### src/rtl/shift_reg_pkg.sv
`default_nettype none
// ============================================================================
// Module   : shift_reg_pkg
// Brief    : Shared mode/state encodings for the parametrised ring shifter.
// Revision : 1.0 - initial release
// ============================================================================
package shift_reg_pkg;

    typedef enum logic [2:0] {
        ROTL = 3'd0,
        ROTR = 3'd1,
        SHL  = 3'd2,
        SHR  = 3'd3,
        ASR  = 3'd4,
        LOAD = 3'd5,
        RSV6 = 3'd6,
        RSV7 = 3'd7
    } mode_e;

    typedef enum logic [1:0] {
        IDLE = 2'd0,
        RUN  = 2'd1,
        DONE = 2'd2
    } state_e;

    function automatic logic is_reserved(input mode_e m);
        return (m == RSV6) || (m == RSV7);
    endfunction

endpackage
`default_nettype wire

### src/rtl/shift_reg_next.sv
`default_nettype none
// ============================================================================
// Module   : shift_reg_next
// Brief    : Combinational single-step next value and serial-out bit.
// Revision : 1.0 - initial release
// ============================================================================
module shift_reg_next
    import shift_reg_pkg::*;
#(
    parameter int WIDTH = 8
) (
    input  logic [WIDTH-1:0] q,
    input  mode_e            mode,
    input  logic             ser_in,
    output logic [WIDTH-1:0] q_next,
    output logic             ser_out
);

    always_comb begin
        q_next  = q;
        ser_out = q[WIDTH-1];
        case (mode)
            ROTL: q_next = {q[WIDTH-2:0], q[WIDTH-1]};
            ROTR: begin
                q_next  = {q[0], q[WIDTH-1:1]};
                ser_out = q[0];
            end
            SHL:  q_next = {q[WIDTH-2:0], ser_in};
            SHR: begin
                q_next  = {ser_in, q[WIDTH-1:1]};
                ser_out = q[0];
            end
            ASR: begin
                q_next  = {q[WIDTH-1], q[WIDTH-1:1]};
                ser_out = q[0];
            end
            // LOAD is applied by the controller on the start edge; here it holds
            default: q_next = q;
        endcase
    end

endmodule
`default_nettype wire

### src/rtl/ring_shift_reg_param.sv
`default_nettype none
// ============================================================================
// Module   : ring_shift_reg_param
// Brief    : Parametrised ring/shift register with start/busy/done multi-step
//            sequencing. Optional legacy single-step input: RING_SHIFT_REG_STEP_EN.
// Revision : 1.0 - initial release
// ============================================================================
module ring_shift_reg_param
    import shift_reg_pkg::*;
#(
    parameter int               WIDTH   = 8,
    parameter logic [WIDTH-1:0] RST_VAL = {{(WIDTH-1){1'b0}}, 1'b1},
    parameter int               CNT_W   = $clog2(WIDTH) + 1
) (
    input  logic             clk,
    input  logic             rst,
    input  logic             start,
    input  logic [2:0]       mode,
    input  logic [CNT_W-1:0] amount,
    input  logic [WIDTH-1:0] load_data,
    input  logic             ser_in,
`ifdef RING_SHIFT_REG_STEP_EN
    input  logic             step,
`endif
    output logic [WIDTH-1:0] q,
    output logic             ser_out,
    output logic             busy,
    output logic             done
);

    state_e             state_q, state_d;
    mode_e              mode_q,  mode_d;
    logic [CNT_W-1:0]   cnt_q,   cnt_d;
    logic [WIDTH-1:0]   q_q,     q_d;
    logic [WIDTH-1:0]   w_q_next;
    mode_e              w_mode_in;

    assign w_mode_in = mode_e'(mode);

    shift_reg_next #(
        .WIDTH (WIDTH)
    ) u_next (
        .q       (q_q),
        .mode    (mode_q),
        .ser_in  (ser_in),
        .q_next  (w_q_next),
        .ser_out (ser_out)
    );

    always_comb begin
        state_d = state_q;
        mode_d  = mode_q;
        cnt_d   = cnt_q;
        q_d     = q_q;
        case (state_q)
            IDLE: begin
                if (start) begin
                    mode_d = w_mode_in;
                    if (w_mode_in == LOAD) begin
                        q_d     = load_data;
                        state_d = DONE;
                    end else if ((amount == '0) || is_reserved(w_mode_in)) begin
                        state_d = DONE;
                    end else begin
                        cnt_d   = amount;
                        state_d = RUN;
                    end
                end
`ifdef RING_SHIFT_REG_STEP_EN
                // Legacy ring-counter advance; never touches the FSM
                else if (step) begin
                    q_d = {q_q[WIDTH-2:0], q_q[WIDTH-1]};
                end
`endif
            end
            RUN: begin
                q_d   = w_q_next;
                cnt_d = cnt_q - CNT_W'(1);
                if (cnt_q == CNT_W'(1)) begin
                    state_d = DONE;
                end
            end
            DONE:    state_d = IDLE;
            default: state_d = IDLE;
        endcase
    end

    always_ff @(posedge clk or negedge rst) begin
        if (!rst) begin
            state_q <= IDLE;
            mode_q  <= ROTL;
            cnt_q   <= '0;
            q_q     <= RST_VAL;
        end else begin
            state_q <= state_d;
            mode_q  <= mode_d;
            cnt_q   <= cnt_d;
            q_q     <= q_d;
        end
    end

    assign q    = q_q;
    assign busy = (state_q == RUN);
    assign done = (state_q == DONE);

endmodule
`default_nettype wire

### config.mk
export PLATFORM = sky130hd
export DESIGN_NAME = ring_shift_reg_param
export DESIGN_NICKNAME = d
export VERILOG_FILES = /design/src/rtl/shift_reg_pkg.sv /design/src/rtl/shift_reg_next.sv /design/src/rtl/ring_shift_reg_param.sv
export SDC_FILE = /design/constraint.sdc
export NUM_CORES = 1
export LEC_CHECK = 0
export ABC_AREA = 1
export BUFFER_PORTS_ARGS = -buffer_cell sky130_fd_sc_hd__buf_2
export CORE_ASPECT_RATIO = 1.75
export CORE_UTILIZATION = 52
export DETAILED_ROUTE_END_ITERATION = 10
export GPL_TIMING_DRIVEN = 0
export PLACE_DENSITY = 0.78
export SLEW_MARGIN = 0
export SYNTH_ARGS = -nofsm -noshare
export SYNTH_HDL_FRONTEND = slang
export SYNTH_HIERARCHICAL = 1
export SYNTH_SLANG_ARGS = --single-unit
export TNS_END_PERCENT = 10
### constraint.sdc
create_clock -name clk -period 1.7 [get_ports clk]
set_input_delay 0.34 -clock clk [delete_from_list [all_inputs] [get_ports clk]]
set_output_delay 0.34 -clock clk [all_outputs]
set_load 0.01 [all_outputs]
======== After elaboration in Yosys (flattened, before gate mapping) ========
Index checks and enable logic that the tools add are counted.
word-level totals
  register bits ........................... 17
  bits in latches ......................... 0
  RAM bits ................................ 0
  ROM bits ................................ 0
  input port bits ......................... 19
  output and inout bits ................... 11
  word-level logic and storage cells ...... 50
  memories kept ........................... 0
operators by class
  add/sub/neg operators ................... 1
  multiply operators ...................... 0
  div/mod/pow operators ................... 0
  order comparisons ....................... 0
  equality and inequality tests ........... 18
  shifts and indexed selects .............. 0
  muxes and demuxes ....................... 14
  bitwise operators ....................... 0
  reductions and logical operators ........ 12
operators with widths
  cell                   number
  $pmux W8 S5            1
  $mux W8                2
  $pmux W8 S2            1
  $eq A3 B3 Y1 const B   4
  $mux W4                3
  $ne A2 B2 Y1 const B   5
  $mux W2                4
  $pmux W4 S2            1
  $reduce_and A4 Y1      2
  $eq A3 B2 Y1 const B   2
  $ne A6 B1 Y1 const B   1
  $ne A5 B1 Y1 const B   1
  $reduce_and A5 Y1      1
  $eq A4 B1 Y1 const B   1
  $logic_not A4 Y1       1
  $pmux W2 S2            1
  $reduce_and A2 Y1      2
  $sub A4 B1 Y4 const B  1
  $eq A3 B1 Y1 const B   1
  $logic_not A3 Y1       1
  $reduce_or A3 Y1       1
  $eq A2 B1 Y1 const B   1
  $eq A2 B2 Y1 const B   1
  $logic_not A2 Y1       1
  other kinds (4)        5

======== Longest topological paths before layout ========
  depth in word-level cells ............... 7
  depth in mapped cells ................... 9
  depth with buffers taken out ............ 9

======== Cells and area by module ========
Netlist, hierarchy kept.
by module, submodules not included
  module                instances  cells each  area each (um2)  seq. area each (um2)
  ring_shift_reg_param  1          138         979.7            426.7
  shift_reg_next        1          50          245.2            0.0

======== Worst setup path before layout ========
OpenSTA, ideal clock, no wires.
  kind .................................... flip-flop to output port
  start point ............................. reg mode_q[0]
  end point ............................... out ser_out
  arrival ................................. 0.997 ns
  data required time ...................... 1.360 ns
  slack ................................... 0.363 ns
  stages on the path, launching flop included .. 7
  buffers on the path ..................... 1
  path through ............................ dfrtp_1 -> nor2_4 -> inv_2 -> buf_6 -> nand2_1 -> nand2_1 -> nand2_1
on the way
  cells in the longest elaborated chain, start to end .. 3
  elaborated cells between the ends (all ways) .. 5
  classes of those cells .................. eq/ne (3); mux (1); reduce/logical (1)
ends and longest elaborated chain
  element                                     RTL line                    RTL
  start, declared                             ring_shift_reg_param.sv:32  mode_e mode_q, mode_d;
  start signal, assigned                      ring_shift_reg_param.sv:96  mode_q <= mode_d;
  $eq A3 B1 Y1, or another cell as far along  shift_reg_next.sv:22        case (mode)
  $reduce_or A3 Y1 (no line) *                -
  $mux W1 *                                   shift_reg_next.sv:22
  end, declared                               ring_shift_reg_param.sv:26  output logic ser_out,
Every way passes the cells marked *; elsewhere a longest branch is shown, timed or not.

======== Worst setup path after layout ========
  start point ............................. reg state_q[0]
  end point ............................... out busy
on the way
  cells in the longest elaborated chain, start to end .. 1
ends and longest elaborated chain
  element                 RTL line                     RTL
  start, declared         ring_shift_reg_param.sv:31   state_e state_q, state_d;
  start signal, assigned  ring_shift_reg_param.sv:95   state_q <= state_d;
  $eq A2 B1 Y1            ring_shift_reg_param.sv:103  assign busy = (state_q == RUN);
  end, declared           ring_shift_reg_param.sv:27   output logic busy,
No other way between the ends.

==> impl_results.md <==
- Dpl cells: 241
- CP endpoint kind: output pin
- Final nets: 246
- Detailed Routing Iterations Pass 1: 4
- CTS clk-pin slew, worst paths: 0.09 ns
- I/O Pins: 30
- Standard-cell rows: 22
- FILL cells: 197
- WP data required: 1.36 ns
- Register area share after synthesis: 34.83%
- Synthesized Nets: 209
- Cell Area, Synth: 1225 sq um
- Max Clk Rate: 614.9 MHz
- Worst Tran Pin Value: 0.3966 ns
- Met2 WL: 1.615 mm
- #FFs+latches synth: 17
- Worst-Skew Late Latency: 0.31 ns
- WL/cell: 11.60 um
- Clk sinks: 17
- Period minus WS final: 1.626 ns
- Metal3 WL: 86 um
- Mapped Avg Cell Area: 6.516 sq um
- Crit path DAT: 1.29 ns
- Die Wd: 38.69 um
- Hold path depth: 3
- Initial antenna violation count: 0
- DIE HEIGHT: 66.21 um
- GRT Total Usage: 27.25%
- Synth cell types: 20
- R2R Path Start: mode_q[2]
- DRC: 0
- Top Metal Used: met4
- Grt ovf: 0
- Largest net degree at the start of global routing: 18
- # diodes: 0
- Clk buf depth: 2
- Slew Limit Fails: 0
- Clock skew: 0.009296 ns
- Peak VDD IR: 1.110 mV
- Vias/cell: 5.242
- Num CTS Buffers: 3
- Proportion of layout cells with a drive suffix above 1: 23.66%
- Iteration-0 DRC Markers: 22
- Core ar.: 2147 sq um
- First-pass GRT wire length: 4.926 mm
- Hold path startpoint: mode[2]
- Reg area: 429.2 sq um
- CTS tree: yes
- Metal1 wirelength: 1.114 mm
- Area growth syn-to-layout: 18.59%
- Pwr dens: 1901 nW/um^2
- Tcrit/Tclk final: 95.66%
- Unrepaired setup endpoints after global routing: no
- TNS Setup: 0 ns
- GP Congestion: 0.7258
- Vias in the first global route: 1218
- Buffers added on ports: 29
- Vias: 1300
- CP Launch Point: state_q[0]
- Die ar.: 2561 sq um
- CP Max Fanout: 10
- Crit path kind: reg -> out
- Post-Syn Instances: 188
- Leak Pwr: 0.8117 nW
- Detailed Route WL: 2.876 mm
- Final Hold Viols: 0
- Total of max-cap violations: 0
- CTS H-tree depth: 1
- Count of final setup violators: 0
- Worst R2R Path Depth: 10
- Dpl hpwl: 2.172 mm
- Synth warn: 6
- ANT nets after route: 0
- Max_slew headroom: 73.56%
- Status: finished, final reports clean
- Clock Tree Root: clkbuf_4
- Non-Filler Instances: 248
- Critical Path Start Type: flip-flop
- Initial core utilization: 57.05%
- Worst Hold Class: in -> reg
- Area occupied by multi-input gates: 660.6 sq um
[through the flow]
| step | hold slack [ns] | util (%) | instance area (sq um) | setup WS, ns | power, mW |
|---|---|---|---|---|---|
| 6_report | 0.2958 | 67.66 | 1453 | 0.07375 | 2.762 |
| 5_1_grt | 0.3163 | 67.66 | 1453 | 0.006504 | 3.038 |
| 4_1_cts | 0.2949 | 67.72 | 1454 | 0.01984 | 2.772 |
| 3_5_place_dp | 0.2907 | 65.21 | 1400 | 0.2191 | 2.498 |
| 3_3_place_gp | 0.2871 | 65.21 | 1400 | 0.2267 | 2.444 |
| 2_1_floorplan | 0.04441 | - | 1225 | 0.3634 | 2.056 |
[cell families after synthesis]
kind of cell,share of synthesized area [%]
AND/OR/NAND/NOR,41.47
AO/OA/AOI/OAI,10.42
buffers and inverters,11.24
adder cells (fa/ha/maj),2.043
flip-flops,34.83
[where the power goes]
group / internal [mW] / total [mW] / switching, mW
combinational: 0.667 / 1.65 / 0.982
clock: 0.0918 / 0.231 / 0.139
sequential: 0.611 / 0.882 / 0.270
[registers in the layout, indices dropped and copies added, names as in the netlist]
register / count
q: 8
cnt_q: 4
mode_q: 3
state_q: 2
[worst max-delay path, stage by stage, from the launching register on]
cell,delay (ns)
dfrtp_1,0.43
inv_2,0.08
nor2_4,0.17
buf_6,0.17
buf_2,0.13
[cell usage in the layout (no fill, tap or decap), types with 2 or more instances in the layout]
cell type	count
dfrtp_1	14
a21oi_1	2
dfrtp_2	2
inv_4	2
buf_6	3
ha_1	2
clkbuf_4	3
nand2_1	80
nor2_4	2
buf_2	29
inv_1	20
o21ai_1	4
o21ai_0	8
inv_2	2
nor2_1	13
o21ai_2	3
nand3_1	24
buf_4	3
[Yosys cell counts (all sizes together)]
library cell / number / area [sq um]
nand2: 80 / 300.3
nand3: 25 / 130.1
inv: 24 / 92.59
dfrtp: 16 / 400.4
o21ai: 16 / 102.6
nor2: 15 / 71.32
buf: 4 / 45.04
a21oi: 3 / 18.77
ha: 2 / 25.02
dfstp: 1 / 26.28
nand4: 1 / 6.260
o22ai: 1 / 6.260
[final timing paths]
path                        endpoint  slack (ns)
max in group asynchronous       q[0]        0.90
max reg2reg                     q[5]        0.31
max                             busy        0.07
min reg2reg                     q[0]        0.52
min in group asynchronous       q[4]        0.48
min                        mode_q[2]        0.30
[cell type report]
| cell class | instances | share of cell area (%) |
|---|---|---|
| Sequential cell | 17 | 29.54 |
| Multi-Input combinational cell | 143 | 45.48 |
| Buffer | 3 | 2.326 |
| Inverter | 24 | 6.546 |
| Timing Repair Buffer | 33 | 12.23 |
| Tap cell | 24 | 2.067 |
| Clock buffer | 4 | 1.809 |
[metal layers]
metal	track usage (%)	vias to the layer above
li1	-	669
met1	25.92	599
met2	52.92	27
met3	3.367	5
met4	11.64	0
met5	0	-
[timing repair]
action,in CTS,in global routing
buffers inserted,2,1
hold buffers,1,0
hold endpoints to repair,16,0
endpoints found under the setup margin,1,1
gates cloned,0,0
pin swaps,2,1
resized for setup,2,1
No activity file was read; power rests on OpenSTA's default activity.
